===== src/rtl/arb_pkg.sv =====
// Shared types and constants for the main memory bus arbiter.
package arb_pkg;

  typedef enum logic [1:0] {
    ARB_IDLE,
    ARB_GRANTED,
    ARB_OWNED,
    ARB_RELEASE
  } arb_state_t;

  localparam int ARB_MAX_REQ = 8;

  localparam int MSTR_IWALK  = 0;
  localparam int MSTR_DWALK  = 1;
  localparam int MSTR_ICACHE = 2;
  localparam int MSTR_DCACHE = 3;

endpackage


===== src/rtl/rr_pick.sv =====
// Round-robin winner select: first set request at or above ptr, wrapping to 0.
module rr_pick #(
  parameter int NUM_REQ = 4,
  parameter int IDX_W   = $clog2(NUM_REQ)
) (
  input  logic [NUM_REQ-1:0] req,
  input  logic [IDX_W-1:0]   ptr,
  output logic               found,
  output logic [IDX_W-1:0]   idx,
  output logic [NUM_REQ-1:0] onehot
);

  logic [NUM_REQ-1:0] rot;
  int unsigned        pos;

  always_comb begin
    // Rotating the doubled vector puts rr_ptr's request at bit 0.
    rot    = NUM_REQ'({req, req} >> ptr);
    found  = 1'b0;
    idx    = '0;
    onehot = '0;
    pos    = 0;
    for (int unsigned i = 0; i < NUM_REQ; i++) begin
      if (!found && rot[i]) begin
        found = 1'b1;
        pos   = 32'(ptr) + i;
        if (pos >= unsigned'(NUM_REQ)) pos = pos - unsigned'(NUM_REQ);
        idx    = IDX_W'(pos);
        onehot = NUM_REQ'(1) << pos;
      end
    end
  end

endmodule


===== src/rtl/main_bus_arbiter.sv =====
// Round-robin owner arbiter for the main memory bus with registered one-hot grant.
// Optional grant timeout enabled by defining ARB_TIMEOUT_EN.
module main_bus_arbiter
  import arb_pkg::*;
#(
  parameter int NUM_REQ       = 4,
  parameter int IDX_W         = $clog2(NUM_REQ),
  parameter int GRANT_TIMEOUT = 16
) (
  input  logic               clk,
  input  logic               reset,
  input  logic [NUM_REQ-1:0] abtr_reqcyc,
  input  logic [NUM_REQ-1:0] bus_busy,
  output logic [NUM_REQ-1:0] abtr_grant,
  output logic               grant_valid,
  output logic [IDX_W-1:0]   grant_idx,
  output logic               timeout_err
);

  if (NUM_REQ < 2 || NUM_REQ > ARB_MAX_REQ || GRANT_TIMEOUT < 1) begin : g_cfg_err
    $error("main_bus_arbiter: unsupported NUM_REQ or GRANT_TIMEOUT");
  end

  arb_state_t         state;
  logic [IDX_W-1:0]   owner;
  logic [IDX_W-1:0]   rr_ptr;
  logic               pick_found;
  logic [IDX_W-1:0]   pick_idx;
  logic [NUM_REQ-1:0] pick_onehot;

  rr_pick #(
    .NUM_REQ (NUM_REQ),
    .IDX_W   (IDX_W)
  ) u_rr_pick (
    .req    (abtr_reqcyc),
    .ptr    (rr_ptr),
    .found  (pick_found),
    .idx    (pick_idx),
    .onehot (pick_onehot)
  );

  assign grant_valid = |abtr_grant;

`ifdef ARB_TIMEOUT_EN
  localparam int TO_W = $clog2(GRANT_TIMEOUT + 1);
  logic [TO_W-1:0] to_cnt;
`else
  assign timeout_err = 1'b0;
`endif

  always_ff @(posedge clk) begin
    if (reset) begin
      state      <= ARB_IDLE;
      abtr_grant <= '0;
      grant_idx  <= '0;
      owner      <= '0;
      rr_ptr     <= '0;
`ifdef ARB_TIMEOUT_EN
      to_cnt      <= '0;
      timeout_err <= 1'b0;
`endif
    end else begin
`ifdef ARB_TIMEOUT_EN
      timeout_err <= 1'b0;
`endif
      case (state)
        ARB_IDLE: begin
          if (pick_found) begin
            state      <= ARB_GRANTED;
            owner      <= pick_idx;
            grant_idx  <= pick_idx;
            abtr_grant <= pick_onehot;
`ifdef ARB_TIMEOUT_EN
            to_cnt <= '0;
`endif
          end
        end
        ARB_GRANTED: begin
          if (bus_busy[owner]) begin
            state <= ARB_OWNED;
          end else if (!abtr_reqcyc[owner]) begin
            state      <= ARB_RELEASE;
            abtr_grant <= '0;
            grant_idx  <= '0;
          end
`ifdef ARB_TIMEOUT_EN
          else if (to_cnt == TO_W'(GRANT_TIMEOUT - 1)) begin
            state       <= ARB_RELEASE;
            abtr_grant  <= '0;
            grant_idx   <= '0;
            timeout_err <= 1'b1;
          end else begin
            to_cnt <= to_cnt + 1'b1;
          end
`endif
        end
        ARB_OWNED: begin
          if (!abtr_reqcyc[owner] && !bus_busy[owner]) begin
            state      <= ARB_RELEASE;
            abtr_grant <= '0;
            grant_idx  <= '0;
          end
        end
        ARB_RELEASE: begin
          rr_ptr <= (owner == IDX_W'(NUM_REQ - 1)) ? '0 : owner + 1'b1;
          state  <= ARB_IDLE;
        end
        default: state <= ARB_IDLE;
      endcase
    end
  end

endmodule


===== config.mk =====
export PLATFORM = sky130hd
export DESIGN_NAME = main_bus_arbiter
export DESIGN_NICKNAME = d
export VERILOG_FILES = /design/src/rtl/arb_pkg.sv /design/src/rtl/rr_pick.sv /design/src/rtl/main_bus_arbiter.sv
export SDC_FILE = /design/constraint.sdc
export NUM_CORES = 1
export LEC_CHECK = 0
export ABC_AREA = 0
export CORE_MARGIN = 2
export CORE_UTILIZATION = 40
export DETAILED_ROUTE_END_ITERATION = 8
export HOLD_SLACK_MARGIN = 0.15
export PLACE_DENSITY = 0.7
export SLEW_MARGIN = 0
export SYNTH_ARGS = -nofsm -noshare
export SYNTH_HDL_FRONTEND = slang
export SYNTH_SLANG_ARGS = --single-unit

===== constraint.sdc =====
create_clock -name clk -period 5.3 [get_ports clk]
set_input_delay 1.325 -clock clk [delete_from_list [all_inputs] [get_ports clk]]
set_output_delay 1.325 -clock clk [all_outputs]
set_load 0.01 [all_outputs]

=== Yosys cells after proc, flatten, opt, wreduce, memory -nomap -nowiden ===
Cells that the tools add are included.

* Bits in registers: 12
* Output and inout port bits: 8
* Word-level logic and storage cells: 87

* Add/subtract/negate cells: 8
* Order comparisons: 5
* Eq/ne operators: 9
* Shift operators: 5
* Multiplexer cells: 40
* Reductions and logical operators: 15

{| class="wikitable"
|+ Operators by type and width
! kind !! number
|-
| 32-bit two-way mux || 8
|-
| 1-bit by 32-bit << shifter with 4-bit output, first input constant || 4
|-
| 32-bit by 3-bit greater-or-equal comparator with 1-bit output, second input constant || 3
|-
| 32-bit by 3-bit subtractor with 32-bit output, second input constant || 3
|-
| 4-bit two-way mux || 8
|-
| 2-bit two-way mux || 13
|-
| 4-bit one-hot mux with 3 select lines || 1
|-
| 2-bit inequality test, second input constant || 4
|-
| 2-bit one-hot mux with 4 select lines || 1
|-
| 8-bit by 2-bit >> shifter with 4-bit output || 1
|-
| 2-bit by 2-bit adder with 3-bit output, second input constant || 2
|-
| 2-bit equality test, second input constant || 3
|-
| 1-bit two-way mux || 6
|-
| 2-bit one-hot mux with 3 select lines || 1
|-
| 1-bit zero test || 5
|-
| 5-bit AND reduction || 1
|-
| 1-bit binary-select mux with 2-bit select || 2
|-
| 1-bit logical AND || 4
|-
| 4-bit OR reduction || 1
|-
| 2-bit by 3-bit subtractor with 4-bit output, second input constant || 1
|-
| 2-bit by 1-bit adder with 3-bit output, second input constant || 1
|-
| 2-bit by 3-bit greater-or-equal comparator with 1-bit output, second input constant || 1
|-
| 2-bit by 3-bit < comparator with 1-bit output, second input constant || 1
|-
| 3-bit inequality test, second input constant || 1
|-
| other kinds (6) || 6
|}

=== Logic depth before layout (Yosys ltp) ===
* Word-level depth: 15
* Mapped depth: 8
* Gate-level depth less buffers: 7

=== By module ===
A second synthesis with hierarchy kept.

* Cells, all modules: 143
* Area total of the unflattened synthesis: 1256.2 µm²

{| class="wikitable"
|+ By module, submodules not included
! module !! instances !! cells each !! area each (µm²) !! seq. area each (µm²)
|-
| main_bus_arbiter || 1 || 78 || 750.7 || 240.2
|-
| rr_pick || 1 || 65 || 505.5 || 0.0
|}

=== Worst setup path after synthesis ===
OpenSTA, ideal clock, no wires.

* Path kind: input -> register
* Start point: in abtr_reqcyc[1]
* End point: reg grant_idx[0]
* Setup time: 0.128 ns
* Arrival time: 2.637 ns
* Data required time: 5.172 ns
* Slack: 2.536 ns
* Cell stages on the path: 7
* Path through: buf_6 -> mux4_2 -> nor2_2 -> nor2_1 -> nor3b_4 -> mux2i_1 -> nor2_1

* Word-level cells in the longest chain between the ends: 13

{| class="wikitable"
|+ RTL lines
! what !! line !! source
|-
| start, declared || main_bus_arbiter.sv:12 || <nowiki>input logic [NUM_REQ-1:0] abtr_reqcyc,</nowiki>
|-
| 8-bit by 2-bit >> shifter with 4-bit output || rr_pick.sv:18 || <nowiki>rot = NUM_REQ'({req, req} >> ptr);</nowiki>
|-
| 1-bit two-way mux || rr_pick.sv:24 || <nowiki>if (!found && rot[i]) begin</nowiki>
|-
| 1-bit zero test || rr_pick.sv:24 ||
|-
| 1-bit logical AND || rr_pick.sv:24 ||
|-
| 1-bit two-way mux || rr_pick.sv:24 ||
|-
| 1-bit zero test || rr_pick.sv:24 ||
|-
| 1-bit logical AND || rr_pick.sv:24 ||
|-
| 1-bit two-way mux || rr_pick.sv:24 ||
|-
| 1-bit zero test || rr_pick.sv:24 ||
|-
| 1-bit logical AND || rr_pick.sv:24 ||
|-
| 1-bit two-way mux or 2-bit two-way mux (tied branches) || rr_pick.sv:24 ||
|-
| 2-bit inequality test (no line) or 2-bit two-way mux (tied branches) || - ||
|-
| 5-bit AND reduction (no line) or 2-bit one-hot mux with 3 select lines (tied branches) || - ||
|-
| end signal, assigned || main_bus_arbiter.sv:71 || <nowiki>grant_idx <= pick_idx;</nowiki>
|-
| end, declared || main_bus_arbiter.sv:16 || <nowiki>output logic [IDX_W-1:0] grant_idx,</nowiki>
|}

Several ways; a longest one is shown, not always the timed one. The select of a mux whose other input is x is not followed.
A chain may end at the register's enable or synchronous reset.

=== Worst setup path in the final report ===
* Start point: in abtr_reqcyc[0]
* End point: reg grant_idx[0]

Same word-level chain as after synthesis.

==> key figures <==
Timing
  • RSZ-0062 raised after global routing: false
  • Fmax: 306 MHz
  • Slew headroom: 0.615
  • Max Clock Skew: 0.00501 ns
  • Final setup viols: 0
  • Final Hold Viols: 0
  • TNS Setup: 0 ns
  • Pin slew with the least headroom to its limit: 0.571 ns
  • Final period utilization: 0.616
  • Fin crit period: 3.27 ns
  • Number of max-slew violations in the final report: 0

Setup path
  • Critical R2R Capture: grant_idx[1]
  • Worst path most repeated cell: nor2_1
  • Origin of the critical flop-to-flop path: rr_ptr[1]
  • Register-to-register setup slack: 2.95 ns
  • Critical path's largest stage delay: 0.65 ns
  • CP Data Required Time: 5.45 ns
  • Worst setup endpoint: grant_idx[0]
  • Worst path arrival time: 3.41 ns
  • CP Class: in -> reg
  • Crit path max fanout: 15
  • CP startpoint kind: input port
  • Worst path slowest cell: clkdlybuf4s50_1
  • Cells along the critical path: clkdlybuf4s50_1 -> mux4_2 -> nor2_2 -> nor2_1 -> nor3b_4 -> mux2i_1 -> nor2_1
  • Critical Path Sink Type: flip-flop
  • Worst Reg-to-Reg Cells: 7
  • Crit. Startpoint: abtr_reqcyc[0]

Floorplan
  • Die Y-Extent: 56.5 um
  • Die area: 3200 um2
  • Initial core utilization: 0.411
  • Die Wd: 56.5 um
  • Placement Rows: 19
  • Core Region: 2690 um2
  • Io pins: 18

Detailed routing
  • Routed length on met3: 134 um
  • Highest routed layer: met3
  • Post-DRT Antenna Nets: 0
  • M1 wire length: 1070 um
  • Met2 wire len: 1230 um
  • Post-route DRC: 0
  • Initial DRC Count: 29
  • Drt total wl: 2440 um
  • Via Count: 999
  • DR WL/cell: 14.3 um
  • First-pass iteration count of the detailed router: 4
  • DR vias/cell: 5.88

Synthesis
  • Adder-cell share of the synthesized area: 0.136
  • Ys Warns: 0
  • Count leader, synth: nor2_1
  • Cells after synthesis: 127
  • Number of synthesized flops with an enable pin: 0
  • FF+latch count, synth: 12
  • Post-synthesis sequential area ratio: 0.218
  • Top_reg_cell synth: dfxtp_1
  • Area share of the largest cell type after synthesis: 0.218
  • Main combinational cell family by area after synthesis: compound AO/OA/AOI/OAI gates
  • Post-Synth Simple-Gate Area: 0.190
  • Syn avg cell area: 8.69 um2
  • Compound-cell area share of the yosys netlist: 0.268
  • Mapped Nets: 149
  • Synth top area cells: dfxtp_1 22%, ha_1 14%, mux4_2 6.1%
  • Post-synthesis xor/xnor area fraction: 0
  • Dominant cell type by area after synthesis: dfxtp_1
  • Synth cell count leaders: 16 x nor2_1, 12 x dfxtp_1, 12 x ha_1, 12 x inv_1, 7 x a21oi_1
  • Portion of netlist area occupied by mux cells: 0.107
  • Mapped Area: 1100 um2
  • Asr flop ratio synth: 0
  • Post-synthesis cell type count: 43

Clocking
  • H-tree lvl count: 1
  • Clk sinks: 12
  • CTS tree: done
  • Clk_lat worst skew: 0.27 ns
  • CTS Hold Bufs: 0
  • Clock buffer depth: 2
  • CTS clk-pin slew, worst paths: 0.07 ns
  • Clock buffer count from CTS: 3
  • CTS Root Cell: clkbuf_4
  • Post_cts resized: 0
  • Post-CTS setup buffer count: 0

GRT
  • GRT Resource Usage Total: 0.167
  • Initial antenna violation count: 0
  • Largest net degree at the start of global routing: 17
  • Global-route wire length before repair: 4290 um
  • Grt total ovfl: 0
  • Vias in the first global route: 959

Worst hold path
  • Hold crit path type: reg -> reg
  • Hold path start: grant_idx[1]

Placed design
  • GPL Wtd Cong: 0.741
  • Post-DP HPWL: 1840 um
  • Placed insts: 167
  • Port bufs: 16
  • Cell Area, Placed: 1260 um2

Cells and area
  • Fin area: 1280 um2
  • Share of cells above drive strength 1: 0.0791
  • Final std cells w/o fill: 170
  • P&R area growth vs syn: 16.3%
  • Fill cells: 274
  • Nets: 163
  • N_diodes: 0

Power
  • Peak supply drop: 0.293 mV
  • Leak pwr: 0.489 nW
  • Cell Pwr Density: 379 nW/um2
  • Total power: 0.000487 W

Job
  • Max cap viols: 0

Status
  • Outcome: completed
registers in the layout, indices dropped and copies added, names as in the netlist:
name	cells
abtr_grant	4
grant_idx	2
owner	2
rr_ptr	2
state	2
critical path, delay by kind of cell:
family / cells / cell delay (ns)
muxes: 2 / 0.80
buffers and inverters: 1 / 0.65
and+or+nand+nor: 4 / 0.64
through the flow:
stage / worst slack [ns] / utilization / hold slack [ns]
6_report: 2.03 / 0.478 / 0.485
5_1_grt: 1.87 / 0.478 / 0.514
4_1_cts: 2.04 / 0.478 / 0.491
3_5_place_dp: 1.76 / 0.469 / 0.481
3_3_place_gp: 1.85 / 0.469 / 0.480
2_1_floorplan: 2.54 / - / 0.490
power by group:
group	leakage, nW	internal (W)	switching [W]
sequential	0.0981	0.000117	0.0000285
clock	0.0138	0.0000263	0.0000304
combinational	0.377	0.000140	0.000145
layout make-up:
class                      instances  area [um2]  area share
clock buffer                       3        22.5      0.0175
inverter                          12        45.0      0.0351
multi-input combinational         96         777       0.605
sequential                        12         240       0.187
tap                               31        38.8      0.0302
timing repair buffer              16         160       0.125
worst min path at each step:
| stage | end | cells past startpoint |
|---|---|---|
| final | grant_idx[1] | 2 |
| after global routing | grant_idx[1] | 2 |
| after CTS | grant_idx[1] | 2 |
| after detailed placement | grant_idx[1] | 2 |
| after global placement | grant_idx[1] | 2 |
| after floorplan | state[0] | 2 |
cells in the final DEF (no fill, tap or decap), types with 2 or more instances in the layout:
cell type and count:
nand2_1 2, mux4_2 3, a21boi_1 4, nor4_1 2
a22oi_1 2, nand2b_1 3, ha_1 12, a222oi_1 4
mux2i_1 5, nor2_1 16, nor3_1 2, clkbuf_4 3
inv_1 12, o32ai_1 5, a21oi_1 7, and3b_1 2
o21ai_0 2, nor2b_1 3, clkdlybuf4s50_1 16, a211o_1 2
dfxtp_1 12
cell families after synthesis:
| kind of cell | after synthesis |
|---|---|
| compound gates | 37 |
| fa+ha+maj | 12 |
| buf+inv | 19 |
| flops | 12 |
| mux | 8 |
| other cells | 1 |
| simple gates | 38 |
metal layers:
layer / global-route usage / vias up
li1: - / 500
met1: 0.207 / 474
met2: 0.284 / 25
met3: 0.0507 / 0
met4: 0.0340 / 0
met5: 0 / -
(Power assumes the default switching activity.)
